<file path="src/rtl/spi_master_pkg.sv">
// spi_master_pkg: frame state encoding and SPI mode decode helpers shared by
// the spi_master block and its clock generator.
package spi_master_pkg;

    typedef enum logic [2:0] {
        ST_IDLE     = 3'd0,
        ST_SETUP    = 3'd1,
        ST_TRANSFER = 3'd2,
        ST_HOLD     = 3'd3,
        ST_DONE     = 3'd4
    } spi_state_e;

    // Clock polarity: idle level of sclk.
    function automatic logic mode_cpol(input logic [1:0] mode);
        return mode[1];
    endfunction

    // Clock phase: 0 samples on the leading edge, 1 samples on the trailing edge.
    function automatic logic mode_cpha(input logic [1:0] mode);
        return mode[0];
    endfunction

endpackage

</file>
<file path="src/rtl/spi_clk_gen.sv">
// spi_clk_gen: counts clk cycles per sclk half-period, toggles sclk while a
// transfer is running and flags the leading/trailing sclk edges.
module spi_clk_gen #(
    parameter int   CLK_DIV = 4,
    parameter logic CPOL    = 1'b0
) (
    input  logic clk,
    input  logic rst_n,
    input  logic count_en,
    input  logic toggle_en,
    output logic sclk,
    output logic tick,
    output logic lead,
    output logic trail
);

    localparam int            CW       = $clog2(CLK_DIV);
    localparam logic [CW-1:0] CNT_LAST = CW'(CLK_DIV - 1);

    logic [CW-1:0] clk_counter_r;
    logic          sclk_r;
    logic          wrap_s;

    assign wrap_s = count_en && (clk_counter_r == CNT_LAST);
    assign tick   = wrap_s;
    // The edge type is known from the level sclk is about to leave.
    assign lead   = wrap_s && toggle_en && (sclk_r == CPOL);
    assign trail  = wrap_s && toggle_en && (sclk_r != CPOL);
    assign sclk   = sclk_r;

    // Half-period counter; sclk toggles on every wrap during a transfer
    always_ff @(posedge clk) begin
        if (!rst_n) begin
            clk_counter_r <= {CW{1'b0}};
            sclk_r        <= CPOL;
        end else if (!count_en) begin
            clk_counter_r <= {CW{1'b0}};
            sclk_r        <= CPOL;
        end else begin
            clk_counter_r <= wrap_s ? {CW{1'b0}} : (clk_counter_r + CW'(1'b1));
            if (wrap_s && toggle_en) begin
                sclk_r <= ~sclk_r;
            end
        end
    end

endmodule

</file>
<file path="src/rtl/spi_master.sv">
// spi_master: one DATA_WIDTH-bit full-duplex SPI frame per start edge, MSB first.
// Frame-complete interrupt is generated only when SPI_MASTER_IRQ_EN is defined.
module spi_master
    import spi_master_pkg::*;
#(
    parameter int MODE       = 0,
    parameter int DATA_WIDTH = 16,
    parameter int NUM_SLAVES = 1,
    parameter int CLK_DIV    = 4,
    parameter int SS_INDEX   = 0
) (
    input  logic                  clk,
    input  logic                  rst_n,
    input  logic                  start_tx,
    input  logic                  start_rx,
    input  logic [DATA_WIDTH-1:0] tx_data,
    output logic [DATA_WIDTH-1:0] rx_data,
    output logic                  busy,
    output logic                  sclk,
    output logic                  mosi,
    input  logic                  miso,
    output logic [NUM_SLAVES-1:0] ss_n,
    output logic                  irq
);

    localparam logic CPOL = mode_cpol(2'(MODE));
    localparam logic CPHA = mode_cpha(2'(MODE));
    localparam int   BW   = $clog2(DATA_WIDTH + 1);

    localparam logic [BW-1:0]         LAST_IDX  = BW'(DATA_WIDTH - 1);
    localparam logic [BW-1:0]         FULL_CNT  = BW'(DATA_WIDTH);
    localparam logic [NUM_SLAVES-1:0] SS_IDLE   = {NUM_SLAVES{1'b1}};
    localparam logic [NUM_SLAVES-1:0] SS_ACTIVE = SS_IDLE & ~(NUM_SLAVES'(1'b1) << SS_INDEX);

    spi_state_e state_r;
    spi_state_e state_next_s;

    logic                  tx_prev_r;
    logic                  rx_prev_r;
    logic                  tx_rise_s;
    logic                  rx_rise_s;
    logic                  start_s;
    logic [DATA_WIDTH-1:0] tx_sh_r;
    logic [DATA_WIDTH-1:0] rx_sh_r;
    logic [BW-1:0]         bit_cnt_r;
    logic                  mosi_r;
    logic                  busy_r;
    logic [NUM_SLAVES-1:0] ss_n_r;
    logic [DATA_WIDTH-1:0] rx_data_r;
    logic                  sclk_s;
    logic                  tick_s;
    logic                  lead_s;
    logic                  trail_s;
    logic                  sample_s;
    logic                  shift_s;
    logic                  last_s;
    logic                  count_en_s;
    logic                  toggle_en_s;
    logic                  in_frame_next_s;

    assign tx_rise_s = start_tx & ~tx_prev_r;
    assign rx_rise_s = start_rx & ~rx_prev_r;
    assign start_s   = (state_r == ST_IDLE) && (tx_rise_s || rx_rise_s);

    assign count_en_s  = (state_r == ST_SETUP) || (state_r == ST_TRANSFER) || (state_r == ST_HOLD);
    assign toggle_en_s = (state_r == ST_TRANSFER);

    // With CPHA=1 the MSB is already on mosi, so the first leading edge must not shift.
    assign sample_s = CPHA ? trail_s : lead_s;
    assign shift_s  = CPHA ? (lead_s && (bit_cnt_r != {BW{1'b0}})) : trail_s;
    assign last_s   = trail_s && (bit_cnt_r == (CPHA ? LAST_IDX : FULL_CNT));

    assign in_frame_next_s = (state_next_s == ST_SETUP) ||
                             (state_next_s == ST_TRANSFER) ||
                             (state_next_s == ST_HOLD);

    spi_clk_gen #(
        .CLK_DIV (CLK_DIV),
        .CPOL    (CPOL)
    ) u_clk_gen (
        .clk       (clk),
        .rst_n     (rst_n),
        .count_en  (count_en_s),
        .toggle_en (toggle_en_s),
        .sclk      (sclk_s),
        .tick      (tick_s),
        .lead      (lead_s),
        .trail     (trail_s)
    );

    // Frame state register
    always_ff @(posedge clk) begin
        if (!rst_n) begin
            state_r <= ST_IDLE;
        end else begin
            state_r <= state_next_s;
        end
    end

    // Next-state decode
    always_comb begin
        state_next_s = state_r;
        case (state_r)
            ST_IDLE: begin
                if (start_s) state_next_s = ST_SETUP;
                else         state_next_s = ST_IDLE;
            end
            ST_SETUP: begin
                if (tick_s) state_next_s = ST_TRANSFER;
                else        state_next_s = ST_SETUP;
            end
            ST_TRANSFER: begin
                if (last_s) state_next_s = ST_HOLD;
                else        state_next_s = ST_TRANSFER;
            end
            ST_HOLD: begin
                if (tick_s) state_next_s = ST_DONE;
                else        state_next_s = ST_HOLD;
            end
            ST_DONE: state_next_s = ST_IDLE;
            default: state_next_s = ST_IDLE;
        endcase
    end

    // Start edge history, shift registers, bit counter and serial output
    always_ff @(posedge clk) begin
        if (!rst_n) begin
            tx_prev_r <= 1'b0;
            rx_prev_r <= 1'b0;
            tx_sh_r   <= {DATA_WIDTH{1'b0}};
            rx_sh_r   <= {DATA_WIDTH{1'b0}};
            bit_cnt_r <= {BW{1'b0}};
            mosi_r    <= 1'b0;
        end else begin
            tx_prev_r <= start_tx;
            rx_prev_r <= start_rx;
            if (start_s) begin
                tx_sh_r   <= tx_rise_s ? tx_data : {DATA_WIDTH{1'b0}};
                mosi_r    <= tx_rise_s & tx_data[DATA_WIDTH-1];
                rx_sh_r   <= {DATA_WIDTH{1'b0}};
                bit_cnt_r <= {BW{1'b0}};
            end else if (state_r == ST_TRANSFER) begin
                if (sample_s) begin
                    rx_sh_r   <= {rx_sh_r[DATA_WIDTH-2:0], miso};
                    bit_cnt_r <= bit_cnt_r + BW'(1'b1);
                end
                if (shift_s) begin
                    tx_sh_r <= tx_sh_r << 1'b1;
                    mosi_r  <= tx_sh_r[DATA_WIDTH-2];
                end
            end else if (state_r == ST_DONE) begin
                mosi_r <= 1'b0;
            end
        end
    end

    // Status, slave select and received word, all registered from the upcoming state
    always_ff @(posedge clk) begin
        if (!rst_n) begin
            busy_r    <= 1'b0;
            ss_n_r    <= SS_IDLE;
            rx_data_r <= {DATA_WIDTH{1'b0}};
        end else begin
            busy_r <= (state_next_s != ST_IDLE);
            ss_n_r <= in_frame_next_s ? SS_ACTIVE : SS_IDLE;
            if ((state_r == ST_HOLD) && (state_next_s == ST_DONE)) begin
                rx_data_r <= rx_sh_r;
            end
        end
    end

`ifdef SPI_MASTER_IRQ_EN
    logic irq_r;

    // One-cycle pulse coinciding with the DONE state
    always_ff @(posedge clk) begin
        if (!rst_n) begin
            irq_r <= 1'b0;
        end else begin
            irq_r <= (state_next_s == ST_DONE);
        end
    end

    assign irq = irq_r;
`else
    assign irq = 1'b0;
`endif

    assign rx_data = rx_data_r;
    assign busy    = busy_r;
    assign sclk    = sclk_s;
    assign mosi    = mosi_r;
    assign ss_n    = ss_n_r;

endmodule

</file>
<file path="config.mk">
export PLATFORM = sky130hd
export DESIGN_NAME = spi_master
export DESIGN_NICKNAME = d
export VERILOG_FILES = /design/src/rtl/spi_master_pkg.sv /design/src/rtl/spi_clk_gen.sv /design/src/rtl/spi_master.sv
export SDC_FILE = /design/constraint.sdc
export NUM_CORES = 1
export LEC_CHECK = 0
export ABC_AREA = 1
export CAP_MARGIN = 20
export CORE_MARGIN = 10
export CORE_UTILIZATION = 52
export CTS_CLUSTER_DIAMETER = 80
export CTS_CLUSTER_SIZE = 8
export DETAILED_ROUTE_END_ITERATION = 12
export MAX_ROUTING_LAYER = met4
export PLACE_DENSITY = 0.78
export SLEW_MARGIN = 20
export SYNTH_ARGS = -nofsm -noshare
export SYNTH_HDL_FRONTEND = slang
export SYNTH_HIERARCHICAL = 1
export SYNTH_SLANG_ARGS = --single-unit
</file>
<file path="constraint.sdc">
create_clock -name clk -period 2.4 [get_ports clk]
set_clock_uncertainty 0.2 [all_clocks]
set_input_delay 0.48 -clock clk [delete_from_list [all_inputs] [get_ports clk]]
set_output_delay 0.48 -clock clk [all_outputs]
set_load 0.01 [all_outputs]
</file>
# == Yosys cells after proc, flatten, opt, wreduce, memory -nomap -nowiden ==
# Index checks and enable logic that the tools add are counted.
# Widths: inputs -> output; s select.
# word_totals
reg_bits,63
input_bits,21
out_inout_bits,21
elab_cells,70
# op_classes
n_addsub,2
eq_ne,11
n_mux,14
bitwise,8
n_reduce_logical,23
# ops
op,n
$mux 15,4
$eq 3x2->1 const B,4
$pmux 3 s4,1
$reduce_and 2->1,4
$logic_and 1x1->1,7
$mux 1,7
$eq 3x1->1 const B,2
$eq 3x3->1 const B,2
$reduce_bool 3->1,2
$add 5x1->5 const B,1
$eq 5x5->1 const B,1
$logic_or 1x1->1,5
$not 1->1,5
$reduce_bool 2->1,2
$and 1x1->1,3
$logic_not 3->1,1
$mux 3,1
$ne 3x3->1 const B,1
$reduce_or 3->1,1
$add 2x1->2 const B,1
$eq 2x2->1 const B,1
$mux 2,1
$reduce_or 2->1,1

# == Depth between registers and ports, before layout ==
# depth
depth_word,13
ltp_mapped,13
ltp_nobuf,13

# == By module ==
# The synthesis kept the hierarchy.
# modules_own_cells
module,n_inst,cells_each,area_each_um2,seq_area_each_um2
spi_master,1,349,2521.2,1201.2
spi_clk_gen,1,17,137.6,60.1

# == Worst setup path after synthesis ==
# Ideal clock, no wire load.
# synth_timing
kind,reg-to-reg
start,reg state_r[0]
end,reg tx_sh_r[10]
arrival_ns,1.602
t_required_ns,2.084
slack_ns,0.483
stages_incl_launch_ff,13
path_buffers,1
period_less_slack_ns,1.917
path_cell_list,dfxtp_1 inv_2 nand2_1 inv_2 nor2_1 nand3_2 nor2_2 inv_1 o21ai_4 inv_4 buf_6 nor2_1 nor2_1
# synth_via
elab_chain_len,8
word_cells_on_any_way,14
# synth_lines
element,line_no,rtl
start: declaration,spi_master.sv:35,spi_state_e state_r;
start signal: assignment,spi_master.sv:96,state_r <= state_next_s;
$eq 3x1->1 or $eq 3x2->1 (tied branches),spi_master.sv:65,assign count_en_s = (state_r == ST_SETUP) || (state_r == ST_TRANSFER) || (state_r == ST_HOLD);
$logic_or 1x1->1,spi_master.sv:65,
$logic_or 1x1->1 *,spi_master.sv:65,
named net count_en_s,spi_master.sv:57,logic count_en_s;
$logic_and 1x1->1 *,spi_clk_gen.sv:24,assign wrap_s = count_en && (clk_counter_r == CNT_LAST);
$logic_and 1x1->1 * (2 in a row),spi_clk_gen.sv:28,assign trail = wrap_s && toggle_en && (sclk_r != CPOL);
named net shift_s,spi_master.sv:55,logic shift_s;
$reduce_bool 2->1 (no source line) *,-,
$reduce_and 2->1 (no source line) *,-,
end signal: assignment,spi_master.sv:130,tx_sh_r <= {DATA_WIDTH{1'b0}};
end signal: assignment,spi_master.sv:138,tx_sh_r <= tx_rise_s ? tx_data : {DATA_WIDTH{1'b0}};
end signal: assignment,spi_master.sv:148,tx_sh_r <= tx_sh_r << 1'b1;
end: declaration,spi_master.sv:43,logic [DATA_WIDTH-1:0] tx_sh_r;
# Mark *: on every way through the listed nets, which the timed path passes. The rest lies on a longest branch.
# A chain may end at the register's enable or synchronous reset.

# == Worst setup path in the final report ==
# layout_timing
start,reg state_r[0]
end,reg tx_sh_r[12]
# Same word-level chain as after synthesis.

==> impl_metrics.json <==
{
  "crit_cells": 11,
  "p_leak_nw": 1.456,
  "tritoncts_clock_tree": "done",
  "cts.root.buffer_cell": "sky130_fd_sc_hd__clkbuf_8",
  "timing.critical_path.fanout_max": 14,
  "fp.coreArea_mm2": 0.004848,
  "synth_fp_nets": 390,
  "clk_transition_reported_paths_ns": 0.06,
  "placementRows": 25,
  "diodes": 0,
  "seqPwrFrac": 0.504,
  "post_cts_buffers": 0,
  "count_of_final_setup_violators": 0,
  "internal_portion_of_total_power_mw": 1.657,
  "antenna_found_initial": 0,
  "footprint_of_the_multi_input_gates_mm2": 0.001166,
  "fin_crit_sh": 0.9029,
  "ant_nets": 0,
  "final_period_minus_worst_setup_slack_ns": 2.167,
  "syn-instance-count": 366,
  "hold_violations": 0,
  "worstSkewPairLatency_ns": 0.33,
  "detailed_place_hpwl_um": 4092,
  "post_cts_resize_count": 0,
  "timing.critical_path.to_type": "register",
  "dp_slack_ns": 0.1599,
  "outcome": "finished clean",
  "post_synth_instance_area_mm2": 0.002659,
  "grt-ovfl-total": 0,
  "clock_sink_count": 63,
  "power_switching_uw": 527.7,
  "reg2reg_depth": 11,
  "max-vdd-ir-drop_uv": 402.1,
  "timing.critical_path.buf_inv": 4,
  "required_ns": 2.47,
  "cpPeakStageDelay_ns": 0.41,
  "critical-path-slowest-cell": "sky130_fd_sc_hd__dfxtp_1",
  "r2r-end": "tx_sh_r[12]$_SDFFE_PN0P_",
  "synth-seq-cells": 63,
  "cts.hold.buffers_added": 0,
  "area_growth_pct": 23.11,
  "maxCapViolCount": 0,
  "detailedRoute.firstPassIterationCount": 4,
  "largest_net_degree_at_the_start_of_global_routing": 27,
  "drt_iter0_markers": 124,
  "finalNetCount": 432,
  "start_util": 0.5484,
  "clkPwrFrac": 0.399,
  "slew_violations": 0,
  "cts-root-to-sink-buffers": 2,
  "die_area_mm2": 0.008373,
  "path_delay_family": "simple AND/OR/NAND/NOR gates",
  "worstSetupEndpoint": "tx_sh_r[12]$_SDFFE_PN0P_",
  "io_pins": 42,
  "synth.distinct_cells": 28,
  "worstSetupPathType": "register to register",
  "die_height_um": 91.51,
  "critical_path.startpoint": "state_r[0]$_SDFF_PN0_",
  "nFillCells": 414,
  "drt_wl_total_um": 5727,
  "critPathLaunchType": "register",
  "power-per-cell-area_mw_per_mm2": 667.6,
  "layout-drive-gt1-share": 0.1017,
  "grt_setup_unrepaired": "false",
  "buffer_ports.inserted": 40,
  "gp_congestion": 0.8328,
  "die_width_um": 91.51,
  "first_pass_grt_wire_length_um": 9853,
  "sequential_cell_area_mm2": 0.001261,
  "crit_path_cell_trace": "inv_2, nand2_1, inv_2, nor2_1, nand3_2, nor2_2, inv_1, o21ai_4, buf_4, o21ai_0, nor2_1",
  "detailroute.via_count": 2299,
  "p_comb_frac": 0.097,
  "final_critical_path_setup_slack_ns": 0.2330,
  "tns_ns": 0,
  "detail_route.wl_per_cell_um": 11.93,
  "post_drt_via_cell_ratio": 4.790,
  "synth_sequential_area_ratio": 0.4744,
  "worstHoldPathType": "register to register",
  "syn_avg_cell_area_um2": 7.264,
  "switching_share": 0.2415,
  "r2r-start": "state_r[0]$_SDFF_PN0_",
  "max_clock_freq_mhz": 461.5,
  "grt_util_all_layers": 0.1453,
  "r2r_slack_ns": 0.23,
  "ys.warnings.count": 6,
  "cts_bufs_inserted": 9,
  "htree_levels": 3,
  "drc_errors": 0,
  "critPathArrivalTime_ns": 2.23,
  "first_global_vias": 2199
}
-- placed cells by master (no fill, tap or decap) --
master	Yosys	routed
sky130_fd_sc_hd__nand2_1	103	103
sky130_fd_sc_hd__nor2_1	68	68
sky130_fd_sc_hd__dfxtp_1	63	63
sky130_fd_sc_hd__clkdlybuf4s50_1	0	40
sky130_fd_sc_hd__o21ai_0	34	34
sky130_fd_sc_hd__inv_1	24	24
sky130_fd_sc_hd__a21oi_1	20	20
sky130_fd_sc_hd__clkbuf_8	0	13
sky130_fd_sc_hd__buf_4	6	7
sky130_fd_sc_hd__nand3_1	6	6
sky130_fd_sc_hd__inv_2	5	5
sky130_fd_sc_hd__nor2_4	4	4
sky130_fd_sc_hd__nor2_2	3	3
sky130_fd_sc_hd__nor3_1	3	3
sky130_fd_sc_hd__ha_1	3	3
sky130_fd_sc_hd__clkinv_2	0	3
sky130_fd_sc_hd__nand2_2	2	2
sky130_fd_sc_hd__nand4_1	2	2
sky130_fd_sc_hd__nand2_4	1	1
sky130_fd_sc_hd__o21ai_4	1	1
sky130_fd_sc_hd__inv_4	1	1
sky130_fd_sc_hd__a211oi_1	1	1
sky130_fd_sc_hd__xnor2_1	1	1
sky130_fd_sc_hd__o21ai_1	1	1
sky130_fd_sc_hd__a211oi_2	1	1
sky130_fd_sc_hd__conb_1	1	1
sky130_fd_sc_hd__nand3_2	1	1
sky130_fd_sc_hd__nor3b_1	1	1
-- worst register-to-register path, cell delays in order, from the launching register on --
cell,delay [ns]
sky130_fd_sc_hd__dfxtp_1,0.41
sky130_fd_sc_hd__inv_2,0.07
sky130_fd_sc_hd__nand2_1,0.11
sky130_fd_sc_hd__inv_2,0.06
sky130_fd_sc_hd__nor2_1,0.21
sky130_fd_sc_hd__nand3_2,0.13
sky130_fd_sc_hd__nor2_2,0.17
sky130_fd_sc_hd__inv_1,0.12
sky130_fd_sc_hd__o21ai_4,0.19
sky130_fd_sc_hd__buf_4,0.20
sky130_fd_sc_hd__o21ai_0,0.10
sky130_fd_sc_hd__nor2_1,0.12
-- power groups by stage --
stage | logic, mW | registers, mW | clock network [mW]
finish | 0.212 | 1.10 | 0.871
global route | 0.241 | 1.11 | 0.936
CTS | 0.215 | 1.10 | 0.890
detailed placement | 0.214 | 1.12 | 0
global placement | 0.208 | 1.12 | 0
floorplan | 0.145 | 1.12 | 0
-- how the worst min path moves through the flow --
stage / start / to / slack [ns] / depth (start not counted)
after global placement: u_clk_gen/clk_counter_r[0]$_SDFF_PP0_ / u_clk_gen/clk_counter_r[0]$_SDFF_PP0_ / 0.22 / 1
after detailed placement: u_clk_gen/clk_counter_r[0]$_SDFF_PP0_ / u_clk_gen/clk_counter_r[0]$_SDFF_PP0_ / 0.23 / 1
after CTS: u_clk_gen/clk_counter_r[0]$_SDFF_PP0_ / u_clk_gen/clk_counter_r[0]$_SDFF_PP0_ / 0.24 / 1
after global routing: u_clk_gen/clk_counter_r[0]$_SDFF_PP0_ / u_clk_gen/clk_counter_r[0]$_SDFF_PP0_ / 0.26 / 1
final: u_clk_gen/clk_counter_r[0]$_SDFF_PP0_ / u_clk_gen/clk_counter_r[0]$_SDFF_PP0_ / 0.24 / 1
after floorplan: u_clk_gen/clk_counter_r[0]$_SDFF_PP0_ / u_clk_gen/clk_counter_r[0]$_SDFF_PP0_ / 0.21 / 1
-- registers in the layout (all words and copies together), names as in the netlist --
signal / count
rx_data: 16
rx_sh_r: 16
tx_sh_r: 15
bit_cnt_r: 5
state_r: 3
u_clk_gen/clk_counter_r: 2
busy: 1
mosi: 1
rx_prev_r: 1
ss_n: 1
tx_prev_r: 1
u_clk_gen/sclk: 1
-- cell usage after synthesis --
master                     instances  area, µm²
sky130_fd_sc_hd__a211oi_1          1      7.510
sky130_fd_sc_hd__a211oi_2          1      12.51
sky130_fd_sc_hd__a21oi_1          20      100.1
sky130_fd_sc_hd__buf_2             3      15.01
sky130_fd_sc_hd__buf_4             6      45.04
sky130_fd_sc_hd__buf_6             4      45.04
sky130_fd_sc_hd__clkbuf_1          3      11.26
sky130_fd_sc_hd__conb_1            1      3.750
sky130_fd_sc_hd__dfxtp_1          63       1261
sky130_fd_sc_hd__ha_1              3      37.54
sky130_fd_sc_hd__inv_1            24      90.09
sky130_fd_sc_hd__inv_2             5      18.77
sky130_fd_sc_hd__inv_4             1      6.260
sky130_fd_sc_hd__nand2_1         103      386.6
sky130_fd_sc_hd__nand2_2           2      12.51
sky130_fd_sc_hd__nand2_4           1      11.26
sky130_fd_sc_hd__nand3_1           6      30.03
sky130_fd_sc_hd__nand3_2           1      10.01
sky130_fd_sc_hd__nand4_1           2      12.51
sky130_fd_sc_hd__nor2_1           68      255.2
sky130_fd_sc_hd__nor2_2            3      18.77
sky130_fd_sc_hd__nor2_4            4      45.04
sky130_fd_sc_hd__nor3_1            3      15.01
sky130_fd_sc_hd__nor3b_1           1      7.510
sky130_fd_sc_hd__o21ai_0          34      170.2
sky130_fd_sc_hd__o21ai_1           1      5.000
sky130_fd_sc_hd__o21ai_4           1      16.27
sky130_fd_sc_hd__xnor2_1           1      8.760
-- per-layer routing --
layer | track usage | vias to the layer above | routed length (µm) | share of wire
li1 | - | 1218 | - | -
met2 | 0.2334 | 53 | 2773 | 0.48
met4 | 0.07441 | 0 | 86 | 0.015
met5 | - | - | 0 | 0
met1 | 0.1627 | 1019 | 2594 | 0.45
met3 | 0.03786 | 9 | 273 | 0.048
-- cells by family (layout without fill, tap and decap cells) --
logic type | count (synthesis) | after routing | share of synthesized area
flops | 63 | 63 | 0.4744
other cells | 1 | 1 | 0.001410
fa+ha+maj | 3 | 3 | 0.01412
buf+inv | 46 | 93 | 0.08706
xor+xnor | 1 | 1 | 0.003295
simple gates | 194 | 194 | 0.3026
compound gates | 58 | 58 | 0.1172
-- stage by stage --
stage	hold WS, ns	util	cells	instance area [µm²]	total power [mW]
finish	0.2396	0.6751	480	3273	2.185
global route	0.2613	0.6751	480	3273	2.282
CTS	0.2390	0.6751	480	3273	2.206
detailed placement	0.2297	0.6351	464	3079	1.338
global placement	0.2164	0.6351	464	3079	1.330
floorplan	0.2070	-	366	2659	1.268
-- cell type report --
class                      count  area share
clock buffer                  13     0.05466
clock inverter                 3    0.004587
inverter                      30     0.03517
multi-input combinational    257      0.3563
sequential                    63      0.3853
tap                           67     0.02561
timing repair buffer          47      0.1384
(Power assumes the default switching activity.)
